<file path="src/rtl/march_bist_ctrl.sv">
// March C- BIST sequencer driving adr_gen and one word-wide synchronous RAM.
// Optional: define MARCH_STOP_ON_FAIL_EN to end the test at the first mismatch.
module march_bist_ctrl #(
  parameter int ADR_SIZE = 4,
  parameter int DATA_W   = 8
) (
  input  logic                clk,
  input  logic                rst_n,
  input  logic                start,
  output logic                adr_rst,
  output logic                adr_preset,
  output logic                adr_en,
  output logic                adr_up,
  input  logic                adr_last,
  input  logic [ADR_SIZE-1:0] adr,
  output logic                mem_we,
  output logic                mem_re,
  output logic [DATA_W-1:0]   mem_wdata,
  input  logic [DATA_W-1:0]   mem_rdata,
  output logic                busy,
  output logic                done,
  output logic                fail,
  output logic [ADR_SIZE-1:0] fail_adr,
  output logic [2:0]          fail_elem
);

  typedef enum logic [2:0] {IDLE, SETUP, RUN, DRAIN, DONE} state_t;

  typedef struct packed {
    logic                vld;
    logic                bg;
    logic [ADR_SIZE-1:0] adr;
    logic [2:0]          elem;
  } cmp_t;

  state_t     state, state_nxt;
  logic [2:0] elem, elem_nxt;
  logic       op_idx, op_idx_nxt;
  logic       last_flag;
  logic       clr_fail;
  cmp_t       cmp_q;

  logic one_op, last_op, op_rd, bg_bit, elem_up, at_end, mismatch;

  // Element op table: elem 0 = w0, elem 5 = r0, elems 1-4 = read then write of
  // the opposite background; elems 2 and 4 start from the all-ones background.
  assign one_op   = (elem == 3'd0) || (elem == 3'd5);
  assign last_op  = one_op || op_idx;
  assign op_rd    = (elem != 3'd0) && !op_idx;
  assign bg_bit   = !one_op && (op_idx ^ ((elem == 3'd2) || (elem == 3'd4)));
  assign elem_up  = !((elem == 3'd3) || (elem == 3'd4));

  // c_out can arrive on the very cycle of the last op, so the transition looks
  // at it directly; adr_en uses only the latched flag to stay register-driven.
  assign at_end   = last_flag || adr_last;
  assign mismatch = cmp_q.vld && (mem_rdata != {DATA_W{cmp_q.bg}});

  always_comb begin
    busy       = (state == SETUP) || (state == RUN) || (state == DRAIN);
    done       = (state == DONE);
    adr_up     = ((state == SETUP) || (state == RUN)) && elem_up;
    adr_rst    = (state == SETUP) && elem_up;
    adr_preset = (state == SETUP) && !elem_up;
    mem_we     = (state == RUN) && !op_rd;
    mem_re     = (state == RUN) && op_rd;
    mem_wdata  = mem_we ? {DATA_W{bg_bit}} : '0;
    adr_en     = (state == RUN) && last_op && !last_flag;
  end

  always_comb begin
    state_nxt  = state;
    elem_nxt   = elem;
    op_idx_nxt = op_idx;
    clr_fail   = 1'b0;
    case (state)
      IDLE, DONE: begin
        if (start) begin
          state_nxt = SETUP;
          elem_nxt  = 3'd0;
          clr_fail  = 1'b1;
        end
      end
      SETUP: begin
        state_nxt  = RUN;
        op_idx_nxt = 1'b0;
      end
      RUN: begin
        if (last_op) begin
          op_idx_nxt = 1'b0;
          if (at_end) begin
            if (elem == 3'd5) begin
              state_nxt = DRAIN;
            end else begin
              state_nxt = SETUP;
              elem_nxt  = 3'(elem + 3'd1);
            end
          end
        end else begin
          op_idx_nxt = 1'b1;
        end
      end
      DRAIN: state_nxt = DONE;
      default: state_nxt = IDLE;
    endcase
`ifdef MARCH_STOP_ON_FAIL_EN
    if (((state == RUN) || (state == DRAIN)) && mismatch) state_nxt = DONE;
`endif
  end

  always_ff @(posedge clk or negedge rst_n) begin
    if (!rst_n) begin
      state  <= IDLE;
      elem   <= 3'd0;
      op_idx <= 1'b0;
    end else begin
      state  <= state_nxt;
      elem   <= elem_nxt;
      op_idx <= op_idx_nxt;
    end
  end

  always_ff @(posedge clk or negedge rst_n) begin
    if (!rst_n) begin
      last_flag <= 1'b0;
    end else if (state == SETUP) begin
      last_flag <= 1'b0;
    end else if ((state == RUN) && adr_last) begin
      last_flag <= 1'b1;
    end
  end

  // Read expectation travels one cycle alongside the RAM read latency.
  always_ff @(posedge clk or negedge rst_n) begin
    if (!rst_n) begin
      cmp_q <= '0;
    end else begin
      cmp_q.vld  <= mem_re;
      cmp_q.bg   <= bg_bit;
      cmp_q.adr  <= adr;
      cmp_q.elem <= elem;
    end
  end

  always_ff @(posedge clk or negedge rst_n) begin
    if (!rst_n) begin
      fail      <= 1'b0;
      fail_adr  <= '0;
      fail_elem <= 3'd0;
    end else if (clr_fail) begin
      fail      <= 1'b0;
      fail_adr  <= '0;
      fail_elem <= 3'd0;
    end else if (mismatch) begin
      fail <= 1'b1;
      if (!fail) begin
        fail_adr  <= cmp_q.adr;
        fail_elem <= cmp_q.elem;
      end
    end
  end

endmodule

</file>
<file path="config.mk">
export PLATFORM = sky130hd
export DESIGN_NAME = march_bist_ctrl
export DESIGN_NICKNAME = d
export VERILOG_FILES = /design/src/rtl/march_bist_ctrl.sv
export SDC_FILE = /design/constraint.sdc
export NUM_CORES = 1
export LEC_CHECK = 0
export ABC_AREA = 1
export BUFFER_PORTS_ARGS = -buffer_cell sky130_fd_sc_hd__buf_2
export CAP_MARGIN = 20
export CORE_MARGIN = 2
export CORE_UTILIZATION = 45
export CTS_BUF_LIST = sky130_fd_sc_hd__clkbuf_8 sky130_fd_sc_hd__clkbuf_16
export CTS_CLUSTER_SIZE = 30
export DETAILED_ROUTE_END_ITERATION = 10
export GPL_TIMING_DRIVEN = 0
export PLACE_DENSITY_LB_ADDON = 0.2
export SLEW_MARGIN = 20
export SYNTH_ARGS = -nofsm -noshare
export SYNTH_HDL_FRONTEND = slang
export SYNTH_SLANG_ARGS = --single-unit
</file>
<file path="constraint.sdc">
create_clock -name clk -period 2.15 [get_ports clk]
set_input_delay 0.215 -clock clk [delete_from_list [all_inputs] [get_ports clk]]
set_output_delay 0.215 -clock clk [all_outputs]
set_load 0.05 [all_outputs]
</file>
; ---- Yosys cells after proc, flatten, opt, wreduce, memory -nomap -nowiden
; Index checks and enable logic that the tools add are counted.
[totals]
register_bits = 25
in_bits = 16
out_inout_bits = 24
wordCells = 86
[op_classes]
n_addsub = 1
n_eq_ne = 14
mux = 25
bitwise = 1
reduce_logical = 34
[op_table]
columns = operator, count
row1 = 2-to-1 mux 3 bit, 10
row2 = "== test 3 x 2 -> 1 bit, second input constant", 4
row3 = 2-to-1 mux 4 bit, 3
row4 = one-hot mux 3 bit (4 select lines), 1
row5 = logical AND 1 bit, 11
row6 = "== test 3 bit, second input constant", 3
row7 = 2-to-1 mux 8 bit, 1
row8 = "inequality test 2 bit, second input constant", 4
row9 = inequality test 8 bit, 1
row10 = nonzero test 2 bit, 4
row11 = logical OR 1 bit, 7
row12 = 2-to-1 mux 1 bit, 7
row13 = zero test 3 bit, 2
row14 = one-hot mux 3 bit (2 select lines), 1
row15 = zero test 1 bit, 5
row16 = AND reduction 5 bit, 1
row17 = "adder 3 x 1 -> 3 bit, second input constant", 1
row18 = "== test 3 x 1 -> 1 bit, second input constant", 1
row19 = AND reduction 3 bit, 1
row20 = nonzero test 3 bit, 1
row21 = 2-to-1 mux 2 bit, 1
row22 = "inequality test 2 x 1 -> 1 bit, second input constant", 1
row23 = one-hot mux 1 bit (2 select lines), 1
row24 = AND reduction 2 bit, 1
row25 = 2 further kinds, 2

; ---- Depth between registers and ports, before layout
; Gate-level depths: netlist (run 1).
[depth]
depth_word = 5
mapped_depth = 10
mapped_depth_nobuf = 10

; ---- Worst setup path after synthesis (run 1)
; No wires, ideal clock.
[synth_path]
path_kind = register to output
startpoint = register elem[0]
endpoint = output mem_wdata[1]
arrival_ps = 2265
required_ps = 1935
slack_ps = -330
path_stages_with_launch = 8
path_buffers = 1
cell_sequence = dfrtp_1 > inv_1 > ha_1 > or2_1 > o21ai_0 > nor2_1 > nor3_2 > buf_4
[synth_between]
elab_chain_cells = 5
word_cells_on_any_way = 14
cone_classes = eq/ne (3) / mux (1) / bitwise (1) / reduce/logical (9)
[synth_rtl]
columns = element, line_no
row1 = "start, declared", 37  ; logic [2:0] elem, elem_nxt;
row2 = "start signal, assigned", 117  ; elem <= elem_nxt;
row3 = == test 3 x 2 -> 1 bit (tied with other cells), 50  ; assign bg_bit = !one_op && (op_idx ^ ((elem == 3'd2) || (elem == 3'd4)));
row4 = logical OR 1 bit (tied with other cells), 50
row5 = XOR 1 bit (tied with other cells), 50
row6 = logical AND 1 bit (on tied branches), "50, 64"
row7 = 2-to-1 mux 8 bit (*), 66  ; mem_wdata = mem_we ? {DATA_W{bg_bit}} : '0;
row8 = "end, declared", 18  ; output logic [DATA_W-1:0] mem_wdata,
; Every way passes the cells marked *; elsewhere a longest branch is shown, timed or not.

; ---- Worst setup path after layout (run 1)
[layout_path]
startpoint = register elem[1]
endpoint = output mem_wdata[2]
; The elaborated chain is that of the path after synthesis.

==> results of run 1 <==
## metrics by stage
| stage | power [uW] | setup slack, ns | hold WS [ns] | util |
|---|---|---|---|---|
| finish | 1980 | 0.0723 | 0.0523 | 0.634 |
| global route | 2130 | -0.0401 | 0.0438 | 0.634 |
| CTS | 1970 | 0.00571 | 0.0476 | 0.614 |
| detailed placement | 1670 | 0.0510 | 0.229 | 0.567 |
| global placement | 1640 | 0.151 | 0.221 | 0.567 |
| floorplan | 1450 | 0.00324 | -0.0806 | - |
## sequential cells by signal, summed over array words and instances, names as in the netlist
signal and count:
cmp_q 9, fail_adr 4, elem 3, fail_elem 3, state 3, fail 1
last_flag 1, op_idx 1
## layout make-up
type	instances	area, sq um	share of cell area
plain buffers	9	83.8	0.0475
clock inverters	1	5.00	0.00284
flip-flops and latches	25	628	0.356
multi-input cells	100	571	0.323
well taps	31	38.8	0.0220
repair buffers	44	307	0.174
inverters	24	90.1	0.0511
clock buffers	3	41.3	0.0234
## power by group
| part | total [uW] | internal, uW | switching (uW) | leakage [uW] |
|---|---|---|---|---|
| Sequential | 625 | 565 | 60.4 | 0.000331 |
| Clock | 264 | 129 | 135 | 0.0000255 |
| Combinational | 1100 | 315 | 780 | 0.000632 |
## cells in the mapped netlist
library cell	instances	share of area
nor3_1	1	0.0037
o21ai_0	3	0.011
a21oi_2	1	0.0065
buf_4	7	0.039
or2_1	1	0.0047
o22ai_1	1	0.0047
nor2_4	2	0.017
nor2_2	1	0.0047
buf_12	1	0.015
xnor2_1	1	0.0065
nand4_1	11	0.051
nor3_2	1	0.0075
a21oi_1	2	0.0075
nand2_2	3	0.014
a31o_2	1	0.0065
nand3_4	1	0.013
ha_1	4	0.037
nand3_2	1	0.0075
buf_6	1	0.0084
inv_2	4	0.011
nand2_1	32	0.090
dfrtp_1	25	0.47
nand3_1	11	0.041
o31ai_1	1	0.0056
inv_1	20	0.056
o21a_1	1	0.0056
nor2_1	20	0.056
## worst min path at each step
| stage | start | depth (start not counted) | to | slack [ns] |
|---|---|---|---|---|
| after floorplan | rst_n | 0 | cmp_q[0] | -0.08 |
| after global placement | rst_n | 1 | state[0] | 0.22 |
| after detailed placement | rst_n | 1 | state[0] | 0.23 |
| after CTS | adr[3] | 1 | cmp_q[6] | 0.05 |
| after global routing | adr[0] | 1 | cmp_q[3] | 0.04 |
| final | adr[3] | 1 | cmp_q[6] | 0.05 |
## repair_timing
action,4_1_cts,5_1_grt
hold endpoints to repair,25,0
pin swaps,1,4
setup buffers,3,1
hold buffers,1,0
endpoints found under the setup margin,8,10
gates resized for setup,16,18
gates cloned,0,0
## logic make-up (layout without fill, tap and decap cells)
group | Yosys count | after routing | synth area share
XOR/XNOR | 1 | 1 | 0.00655
flip-flops | 25 | 25 | 0.468
buffers and inverters | 33 | 81 | 0.130
adder cells (fa/ha/maj) | 4 | 4 | 0.0374
AO/OA/AOI/OAI | 10 | 10 | 0.0477
AND/OR/NAND/NOR | 85 | 85 | 0.311
## per-layer routing
layer / up-vias / track usage / share of wire / wire, microns
li1: 592 / - / - / -
met1: 537 / 0.189 / 0.42 / 1130
met2: 26 / 0.339 / 0.52 / 1410
met3: 2 / 0.0396 / 0.050 / 133
met4: 0 / 0.0199 / 0.0041 / 11
met5: - / 0 / 0 / 0
==> run_results.csv, run 1 <==
group,metric,value,unit
grt,grt_usage,0.171,
detailed_routing,vias,1157,
critical_path,critPathLaunchType,"register",
critical_path,cp.arrival,1.86,ns
place,port_buffers,39,
detailed_routing,ant_nets,0,
sta,tightest_slew,0.538,ns
place,placedCellCount,228,
place,dpl_cell_area,0.00158,sq mm
critical_path,r2r_cells,10,
critical_path,critPathKind,"reg -> out",
sta,rsz0062_at_grt,"true",
critical_path,crit_buf_inv,4,
final_layout,drive_gt1_frac,0.388,
critical_path,cp-endpoint,"mem_wdata[2]",
clock_tree,h-tree-depth,1,
logic_synthesis,syn_area_per_cell,8.47,sq um
critical_path,worstReg2RegEnd,"elem[0]",
final_layout,layout_commonest_cell,"nand2_1",
logic_synthesis,syn_nets,178,
detailed_routing,first_pass_iters,4,
final_layout,area_growth,31.9,%
critical_path,r2r_start,"elem[0]",
final_layout,fin_nets,227,
floorplanning,core.rowCount,19,
sta,finalSetupTns,0,ns
pwr,leakagePower,0.000988,uW
sta,period_share,0.966,
critical_path,worst-path-stages,9,
place,hpwlAfterDp,2.02,mm
critical_path,reg2reg_setup_slack,0.58,ns
floorplanning,coreArea,0.00278,sq mm
sta,finalClockSkew,0.00466,ns
detailed_routing,drc,0,
grt,grt_pass1_wl,4.59,mm
logic_synthesis,ys_seq_elements,25,
grt,antenna_found_initial,0,
clock_tree,cts_buffers,3,
clock_tree,clock_sinks,25,
critical_path,path_cells,"inv_2 > ha_4 > or2_4 > o21ai_2 > nor2_2 > nor3_4 > buf_6 > buf_4 > buf_8",
logic_synthesis,synthDistinctLibCells,27,
floorplanning,die_w,58.5,microns
final_layout,final.fill_count,237,
sta,fin_crit,2.08,ns
detailed_routing,drt_iter0_drc,37,
critical_path,crit_slowest_cell,"dfrtp_1",
grt,grt_overflow,0,
logic_synthesis,seq_area_frac_synth,0.468,
floorplanning,die_area,0.00342,sq mm
sta,setup_viol,0,
clock_tree,clock_latency,0.26,ns
clock_tree,cts_tree,"built",
logic_synthesis,netlist_area,0.00134,sq mm
sta,fmax,481,MHz
critical_path,worstPathRequired,1.93,ns
detailed_routing,vias_per_cell,4.88,
sta,slew_headroom,0.642,
floorplanning,num_io_pins,40,
critical_path,crit_path_end_kind,"output pin",
critical_path,path_delay_family,"simple AND/OR/NAND/NOR gates",
floorplanning,initial_core_util,0.481,
clock_tree,cts-root-buf,"clkbuf_8",
pwr,peakVddDrop,1150,uV
logic_synthesis,netlist_instances,158,
final_layout,n_antenna_cell,0,
flow_run,drv_cap,0,
logic_synthesis,yosys_warnings,0,
final_layout,fin_area,0.00176,sq mm
critical_path,critPathMaxFanout,7,
clock_tree,cts.clk_slew.worst_paths,0.08,ns
detailed_routing,finalWirelength,2.69,mm
critical_path,max_stage_delay,0.39,ns
final_layout,mostFrequentLayoutCells,"32 x nand2_1, 30 x buf_2, 23 x dfrtp_1",
hold_path,hp-class,"in -> reg",
place,gp_congestion,0.750,
sta,drv_slew,0,
run_status,status,"completed",
clock_tree,cts_buffer_depth,2,
floorplanning,dieHeight,58.5,microns
final_layout,fin_cells,237,
grt,grt_max_degree,26,
grt,grt_pass1_vias,1111,
sta,hold_viol_final,0,
pwr,p_per_area,1120,mW/mm^2
detailed_routing,wl_per_cell,11.3,microns
critical_path,startpoint,"elem[1]",
(Power assumes the default switching activity.)
==> run 2: changes to the inputs <==
- SETUP_SLACK_MARGIN: unset -> 0.2
==> run_results.csv, run 2 (same netlist as run 1, synthesis figures left out) <==
group,metric,value,unit
final_layout,n_antenna_cell,0,
place,dpl_cell_area,0.00162,sq mm
sta,finalClockSkew,0.00290,ns
sta,period_share,0.975,
clock_tree,clock_latency,0.26,ns
hold_path,min_path_cells,1,
grt,grt_max_degree,26,
clock_tree,cts_buffer_depth,2,
detailed_routing,drt_iter0_drc,44,
critical_path,worstPathRequired,1.93,ns
sta,fin_crit,2.10,ns
sta,rsz0062_at_grt,"true",
floorplanning,dieHeight,58.5,microns
detailed_routing,wl_per_cell,12.2,microns
detailed_routing,vias,1166,
grt,grt_pass1_vias,1083,
detailed_routing,vias_per_cell,4.84,
sta,slew_headroom,0.630,
critical_path,critPathLaunchType,"register",
final_layout,fin_nets,231,
clock_tree,cts_tree,"built",
place,hpwlAfterDp,2.06,mm
pwr,leakagePower,0.00101,uW
clock_tree,cts.clk_slew.worst_paths,0.09,ns
clock_tree,cts_buffers,3,
final_layout,fin_area,0.00188,sq mm
final_layout,layout_commonest_cell,"buf_2",
sta,drv_slew,0,
final_layout,mostFrequentLayoutCells,"30 x buf_2, 28 x nand2_1, 23 x dfrtp_1",
critical_path,critPathKind,"reg -> out",
pwr,finalPower,2050,uW
hold_path,hp-class,"in -> reg",
critical_path,reg2reg_setup_slack,0.51,ns
floorplanning,num_io_pins,40,
grt,grt_overflow,0,
critical_path,critPathMaxFanout,8,
grt,grt_pass1_wl,4.67,mm
critical_path,r2r_cells,11,
sta,hold_viol_final,0,
floorplanning,coreArea,0.00278,sq mm
floorplanning,core.rowCount,19,
flow_run,drv_cap,0,
final_layout,area_growth,40.7,%
grt,antenna_found_initial,0,
sta,tightest_slew,0.555,ns
sta,hold_ws,0.0500,ns
sta,setup_viol,0,
pwr,peakVddDrop,1100,uV
clock_tree,h-tree-depth,1,
final_layout,largest_reg_flops,9,
pwr,p_per_area,1090,mW/mm^2
place,placedCellCount,228,
clock_tree,clock_sinks,25,
clock_tree,cts-root-buf,"clkbuf_8",
sta,fmax,477,MHz
detailed_routing,drc,0,
floorplanning,die_w,58.5,microns
final_layout,drive_gt1_frac,0.443,
detailed_routing,first_pass_iters,6,
run_status,status,"completed",
grt,grt_usage,0.175,
critical_path,cp.arrival,1.88,ns
final_layout,reg.largest.list,"cmp_q (9), fail_adr (4)",
final_layout,top_register,"cmp_q",
place,place_ws,0.0510,ns
detailed_routing,ant_nets,0,
detailed_routing,finalWirelength,2.94,mm
critical_path,crit_path_end_kind,"output pin",
floorplanning,initial_core_util,0.481,
place,gp_congestion,0.741,
floorplanning,die_area,0.00342,sq mm
sta,post-route-worst-setup-slack,0.0547,ns
place,port_buffers,39,
final_layout,fin_cells,241,
run 2: worst paths after layout:
kind	start	end
setup reg to reg	elem[1]	elem[2]
hold reg to reg	cmp_q[3]	fail_adr[0]
setup / recovery	elem[1]	mem_wdata[6]
max in group asynchronous	rst_n	elem[2]
hold / removal	adr[1]	cmp_q[4]
min in group asynchronous	rst_n	cmp_q[5]
run 2: what timing repair did:
action,4_1_cts,5_1_grt
hold buffers,1,0
setup endpoints to repair,10,11
pin swaps,3,7
resized for setup,25,17
hold endpoints to repair,25,0
buffers inserted,4,4
run 2: stage by stage:
stage	util	TNS, ns
finish	0.677	0
global route	0.677	-0.357
CTS	0.647	0
detailed placement	0.582	0
global placement	0.582	0
floorplan	-	0
run 2: cell type report:
class / instances / area [sq um]
repair buffers: 48 / 357
well taps: 31 / 38.8
clock inverters: 1 / 8.76
inverters: 24 / 90.1
multi-input cells: 100 / 608
clock buffers: 3 / 41.3
fillers: 212 / 900
plain buffers: 9 / 110
flip-flops and latches: 25 / 628
run 2: layer usage:
metal / track usage / routed length (microns) / up-vias
met2: 0.337 / 1610 / 30
li1: - / - / 604
met4: 0.0199 / 0 / 0
met1: 0.209 / 1170 / 532
met3: 0.0286 / 151 / 0
met5: 0 / 0 / -
run 2: power by group:
part	leakage [uW]	internal, uW	switching, uW
sequential	0.000331	565	62.6
clock	0.0000261	135	148
combinational	0.000657	340	805
total	0.00101	1040	1020
run 2: critical path: stages, from the launching register on:
cell	delay, ns
dfrtp_1	0.42
inv_2	0.09
ha_4	0.13
or2_4	0.12
o21ai_4	0.06
nand2_2	0.09
nand3_4	0.08
nor3_4	0.23
buf_12	0.15
buf_6	0.10
buf_8	0.13
